==> config.mk <==
export PLATFORM = sky130hd
export DESIGN_NAME = sha256_msg_padder
export DESIGN_NICKNAME = d
export VERILOG_FILES = /design/src/rtl/sha256_msg_padder.sv
export SDC_FILE = /design/constraint.sdc
export NUM_CORES = 2
export LEC_CHECK = 0
export ABC_AREA = 1
export BUFFER_PORTS_ARGS = -buffer_cell sky130_fd_sc_hd__buf_2
export CORE_MARGIN = 2
export CORE_UTILIZATION = 40
export DETAILED_ROUTE_END_ITERATION = 10
export PLACE_DENSITY = 0.55
export REMOVE_ABC_BUFFERS = 1
export SLEW_MARGIN = 5
export SYNTH_ARGS = -nofsm -noshare
export SYNTH_HDL_FRONTEND = slang
export SYNTH_SLANG_ARGS = --single-unit
==> constraint.sdc <==
create_clock -name clk -period 8.48 [get_ports clk]
set_input_delay 0 -clock clk [delete_from_list [all_inputs] [get_ports clk]]
set_output_delay 0 -clock clk [all_outputs]
set_load 0.01 [all_outputs]
==> src/rtl/sha256_msg_padder.sv <==
// rtl/sha256_msg_padder.sv - SHA-256 message fetch and padding feeder, one 512-bit block at a time
module sha256_msg_padder #(
    parameter int NUM_OF_WORDS = 20
) (
    input  logic         clk,
    input  logic         reset_n,
    input  logic         start,
    input  logic [15:0]  message_addr,
    output logic         mem_clk,
    output logic [15:0]  mem_addr,
    input  logic [31:0]  mem_read_data,
    output logic         blk_valid,
    input  logic         blk_ready,
    output logic [511:0] blk_data,
    output logic         blk_first,
    output logic         blk_last,
    output logic         busy,
    output logic         done
);

    localparam int          NUM_BLOCKS = (NUM_OF_WORDS + 2) / 16 + 1;
    localparam logic [15:0] N16        = 16'(NUM_OF_WORDS);
    localparam logic [15:0] LAST_OFS   = 16'(NUM_OF_WORDS - 1);
    localparam logic [31:0] BIT_LEN    = 32'(NUM_OF_WORDS * 32);
    localparam logic [5:0]  LAST_BLK   = 6'(NUM_BLOCKS - 1);

    typedef enum logic [1:0] {IDLE, FETCH, HOLD} state_t;

    state_t       state;
    logic [15:0]  base;
    logic [5:0]   blk_idx;
    logic [4:0]   cycle;
    logic [479:0] asm_q;
    logic [3:0]   cap_slot;
    logic [15:0]  cap_g;
    logic [31:0]  cap_word;

    assign mem_clk = clk;
    assign busy    = (state != IDLE);

    // Words past the end of the message keep re-addressing the final word.
    function automatic logic [15:0] rd_addr(input logic [15:0] b, input logic [5:0] blk,
                                            input logic [4:0] s);
        logic [15:0] g;
        g = {6'd0, blk, 4'd0} + {11'd0, s};
        return b + ((g < N16) ? g : LAST_OFS);
    endfunction

    // Data for slot cycle-1 arrives now, one cycle after its address was issued.
    always_comb begin
        cap_slot = 4'(cycle - 5'd1);
        cap_g    = {6'd0, blk_idx, 4'd0} + {12'd0, cap_slot};
        cap_word = 32'd0;
        if (cap_g < N16)
            cap_word = mem_read_data;
        else if (cap_g == N16)
            cap_word = 32'h8000_0000;
        else if ((blk_idx == LAST_BLK) && (cap_slot == 4'd15))
            cap_word = BIT_LEN;
    end

    always_ff @(posedge clk or negedge reset_n) begin
        if (!reset_n) begin
            state     <= IDLE;
            base      <= 16'd0;
            blk_idx   <= 6'd0;
            cycle     <= 5'd0;
            asm_q     <= '0;
            mem_addr  <= 16'd0;
            blk_valid <= 1'b0;
            blk_data  <= '0;
            blk_first <= 1'b0;
            blk_last  <= 1'b0;
            done      <= 1'b0;
        end else begin
            done <= 1'b0;
            case (state)
                IDLE: begin
                    if (start) begin
                        base     <= message_addr;
                        blk_idx  <= 6'd0;
                        cycle    <= 5'd0;
                        mem_addr <= message_addr;
                        state    <= FETCH;
                    end
                end
                FETCH: begin
                    if ((cycle != 5'd0) && (cycle != 5'd16))
                        asm_q[479 - 32 * int'(cap_slot) -: 32] <= cap_word;
                    if (cycle < 5'd15)
                        mem_addr <= rd_addr(base, blk_idx, 5'(cycle + 5'd1));
                    if (cycle == 5'd16) begin
                        blk_data  <= {asm_q, cap_word};
                        blk_valid <= 1'b1;
                        blk_first <= (blk_idx == 6'd0);
                        blk_last  <= (blk_idx == LAST_BLK);
                        state     <= HOLD;
                    end else begin
                        cycle <= 5'(cycle + 5'd1);
                    end
                end
                HOLD: begin
                    if (blk_ready) begin
                        blk_valid <= 1'b0;
                        if (blk_idx == LAST_BLK) begin
                            done  <= 1'b1;
                            state <= IDLE;
                        end else begin
                            blk_idx  <= 6'(blk_idx + 6'd1);
                            cycle    <= 5'd0;
                            mem_addr <= rd_addr(base, 6'(blk_idx + 6'd1), 5'd0);
                            state    <= FETCH;
                        end
                    end
                end
                default: state <= IDLE;
            endcase
        end
    end

endmodule
### After elaboration in Yosys (flattened, before gate mapping)

Cells that the tools add are included.

* register bits: 1041
* input bits: 52
* output and inout bits: 534
* logic and storage cells: 87

* add/subtract/negate cells: 9
* order comparisons: 4
* equality and inequality tests: 13
* shift operators: 2
* multiplexer cells: 31
* reduce and logical (&&, ||, !) cells: 17

Operators by type and width (number)
* 32-bit by 33-bit variable shift with 511-bit output, first input constant: 1
* 32-bit by 33-bit indexed part select with 511-bit output: 1
* 480-bit bitwise mux: 1
* 16-bit two-way mux: 4
* 32-bit two-way mux: 2
* 16-bit case mux with 3 select lines: 1
* 10-bit negation with 33-bit output: 1
* 11-bit by 5-bit < comparator with 1-bit output, second input constant: 2
* 10-bit two-way mux: 2
* 5-bit two-way mux: 4
* 6-bit two-way mux: 3
* 16-bit by 10-bit adder with 16-bit output: 1
* 16-bit by 11-bit adder with 16-bit output: 1
* 5-bit case mux with 3 select lines: 1
* 2-bit != test, second input constant: 6
* 6-bit case mux with 2 select lines: 1
* 10-bit by 4-bit adder with 11-bit output: 1
* 10-bit by 5-bit adder with 11-bit output: 1
* 11-bit by 5-bit == test with 1-bit output, second input constant: 1
* 11-bit two-way mux: 1
* 10-bit by 5-bit < comparator with 1-bit output, second input constant: 1
* 5-bit AND reduction: 2
* 9-bit by 9-bit subtractor with 10-bit output, first input constant: 1
* 6-bit by 1-bit adder with 6-bit output, second input constant: 1
* 22 further kinds: 35

### Longest topological paths before layout

* word-level depth: 8
* mapped depth: 25

==> flow_summary.json <==
{
  "design.final.nets": 5258,
  "fill_cells": 10058,
  "cp_data_required_time_ns": 9.21,
  "synth_cell_type_count": 39,
  "die_w_um": 326,
  "min_path_type": "in -> reg",
  "drt_first_pass_iters": 5,
  "cts.repair.resized": 0,
  "drc": 0,
  "leakage_power_total_nw": 27.5,
  "clock_tree_from_tritoncts": "done",
  "syn-cell-area_um2": 41500,
  "port_bufs": 585,
  "globalRouteMet1Util_pct": 34.2,
  "area_growth_pct": 19.8,
  "yosys_warnings": 0,
  "worst_slew_margin_rel_pct": 24.0,
  "core_area_um2": 103000,
  "ys_ff_latch": 1041,
  "placementRows": 118,
  "p_sw_share_pct": 37.2,
  "cts-hold-fix-buffers": 70,
  "via_count": 32900,
  "internal-power_mw": 11.7,
  "vias_per_cell": 4.95,
  "tns_setup_ns": 0,
  "globalRouteTotalUtil_pct": 24.7,
  "clockPowerShare_pct": 26.1,
  "max_slew.worst_pin.slew_ns": 1.14,
  "fin_util_pct": 48.2,
  "final_worst_clock_skew_ns": 0.0276,
  "syn-instance-count": 4643,
  "antenna_left": 0,
  "power.switching_mw": 6.91,
  "layout-drive-gt1-share_pct": 17.0,
  "synth-edff-count": 0,
  "p_comb_share_pct": 29.5,
  "final_routed_wirelength_um": 132000,
  "rsz_0062_raised_after_global_routing": "no",
  "ys_top_cells_by_area": "sky130_fd_sc_hd__dfrtp_1 63%, sky130_fd_sc_hd__nand2_1 20%, sky130_fd_sc_hd__o21ai_1 3.1%, sky130_fd_sc_hd__nand3_1 2.3%, sky130_fd_sc_hd__o21ai_0 1.8%",
  "pin_count": 586,
  "pwr-share-seq_pct": 44.4,
  "period_share_pct": 54.4,
  "hpwl_um": 82800,
  "timing.setup.critical_path_class": "reg -> reg",
  "postCtsSetupBuffers": 0,
  "busiest_layer": "met2",
  "max-vdd-ir-drop_mv": 0.315,
  "dominantRegCellSynth": "sky130_fd_sc_hd__dfrtp_1",
  "netlist_top_cells_count": "2248 x sky130_fd_sc_hd__nand2_1, 1041 x sky130_fd_sc_hd__dfrtp_1, 261 x sky130_fd_sc_hd__o21ai_1",
  "ys_seq_area_share_pct": 62.7,
  "clkSlewWorstSetupHoldPaths_ns": 0.06,
  "first_global_vias": 31909,
  "gr-total-overflow": 0,
  "global_route.usage.met3_pct": 4.13,
  "final_period_minus_worst_setup_slack_ns": 4.61,
  "maxClockFrequency_mhz": 217,
  "gp_congestion": 0.831,
  "slew_violations": 0,
  "dieArea_um2": 106000,
  "timing.final.setup_violations": 0,
  "initial_utilization_pct": 40.2,
  "synth_async_sr_flop_share_pct": 100,
  "drt_iter0_markers": 2599,
  "critPathCaptureType": "flop",
  "grt_start_max_net_pins": 214,
  "grt_pass1_wl_um": 201000,
  "yosysMostFrequentCell": "sky130_fd_sc_hd__nand2_1",
  "drv.max_cap_violation_count": 0,
  "netlist.area_leader.share_pct": 62.7,
  "timing.critical_path.fanout_max": 148,
  "status": "finished, final reports clean",
  "clock_insertion_delay_worst_skew_ns": 0.81,
  "report.final.hold_viol_count": 0,
  "power.density_cell_area_nw_per_um2": 373,
  "number_of_antenna_violations_at_the_first_check_in_global_routing": 0,
  "synth_area_per_cell_um2": 8.94,
  "worstSetupStartpointType": "flop",
  "dieHeight_um": 326,
  "synth_area_leader_cell": "sky130_fd_sc_hd__dfrtp_1",
  "grt.met2_usage_pct": 38.7,
  "wirelength_per_cell_um": 19.9,
  "p_total_mw": 18.6,
  "crit_arrival_ns": 5.34
}
-- metal layers --
layer	wire (um)	share of wire [%]	up-vias
met1	58200	44	15993
li1	-	-	15756
met5	0	0	-
met4	5190	3.9	0
met3	7680	5.8	205
met2	60900	46	946
-- power by group through the flow --
stage               logic [mW]  clock network [mW]  registers (mW)
floorplan                 2.54                   0            8.44
global placement          5.42             0.00713            8.30
detailed placement        5.52             0.00713            8.29
CTS                       5.56                4.94            8.24
global route              6.15                5.14            8.48
finish                    5.48                4.84            8.25
-- registers in the layout, summed over array words and instances, names as in the netlist --
name	count
cycle	5
blk_data	512
blk_idx	6
blk_last	1
blk_first	1
asm_q	480
mem_addr	16
base	16
blk_valid	1
done	1
state	2
-- per-stage QoR --
stage	hold slack, ns	instances	area [um^2]	worst slack, ns
5_1_grt	0.0459	6641	49700	3.54
3_5_place_dp	0.101	6373	45400	3.93
4_1_cts	0.00791	6641	49700	3.86
6_report	0.0517	6642	49700	3.87
2_1_floorplan	-0.296	4373	40300	-40.83
3_3_place_gp	0.101	6373	45400	4.02
-- placed cells by master, fill, tap and decap left out, drive strengths merged, types with 3 or more instances in the layout --
cell type / instances
ha: 26
nand2: 2261
buf: 621
nor3: 53
nand3: 216
dfrtp: 1041
a31oi: 4
a21oi: 40
or2: 3
xnor2: 3
clkinv: 24
bufinv: 3
clkinvlp: 3
xor2: 8
nand4: 46
o21ai: 409
o22ai: 8
nor2: 110
clkbuf: 166
inv: 121
dlygate4sd3: 69
o211ai: 5
mux2: 10
conb: 6
-- kinds of logic (layout without fill, tap and decap cells) --
kind of cell	Yosys count	after routing	share of synthesized area, %
buffers and inverters	394	1007	4.09
AND/OR/NAND/NOR	2691	2691	26.1
other	1	7	0.00903
multiplexers	10	10	0.271
AO/OA/AOI/OAI	468	468	5.72
flip-flops	1041	1041	62.7
XOR/XNOR	11	11	0.232
adder cells (fa/ha/maj)	27	27	0.832
-- layout make-up --
cell class | count | area (um^2) | area share, %
flip-flops and latches | 1041 | 26100 | 52.4
well taps | 1380 | 1730 | 3.47
clock inverters | 32 | 265 | 0.533
clock buffers | 167 | 3360 | 6.75
repair buffers | 689 | 4000 | 8.05
inverters | 119 | 465 | 0.936
diodes | 1 | 2.50 | 0.00503
multi-input cells | 3213 | 13900 | 27.9
-- critical path: stages (launching register included) --
cell and delay (ns):
sky130_fd_sc_hd__dfrtp_1 0.61, sky130_fd_sc_hd__inv_4 0.53, sky130_fd_sc_hd__ha_1 0.34, sky130_fd_sc_hd__nand2_1 0.07, sky130_fd_sc_hd__nor2_1 0.14, sky130_fd_sc_hd__nand2_1 0.12, sky130_fd_sc_hd__nor2_4 0.16, sky130_fd_sc_hd__buf_4 0.69
sky130_fd_sc_hd__buf_12 0.51, sky130_fd_sc_hd__buf_4 0.74, sky130_fd_sc_hd__nand2_1 0.14, sky130_fd_sc_hd__nand2_1 0.11
-- worst paths after layout --
kind                                       from       endpoint  slack (ns)  depth (start not counted)
worst min-delay path            message_addr[6]    mem_addr[6]        0.05                          4
worst min register to register       asm_q[267]  blk_data[299]        0.46                          2
worst max-delay path                   cycle[0]  blk_data[451]        3.87                         11
worst max register to register         cycle[0]  blk_data[451]        3.87                         11
max in group asynchronous               reset_n     asm_q[176]        6.40                          5
min in group asynchronous               reset_n  blk_data[117]        0.50                          4
Power figures use the tool's default switching activity.
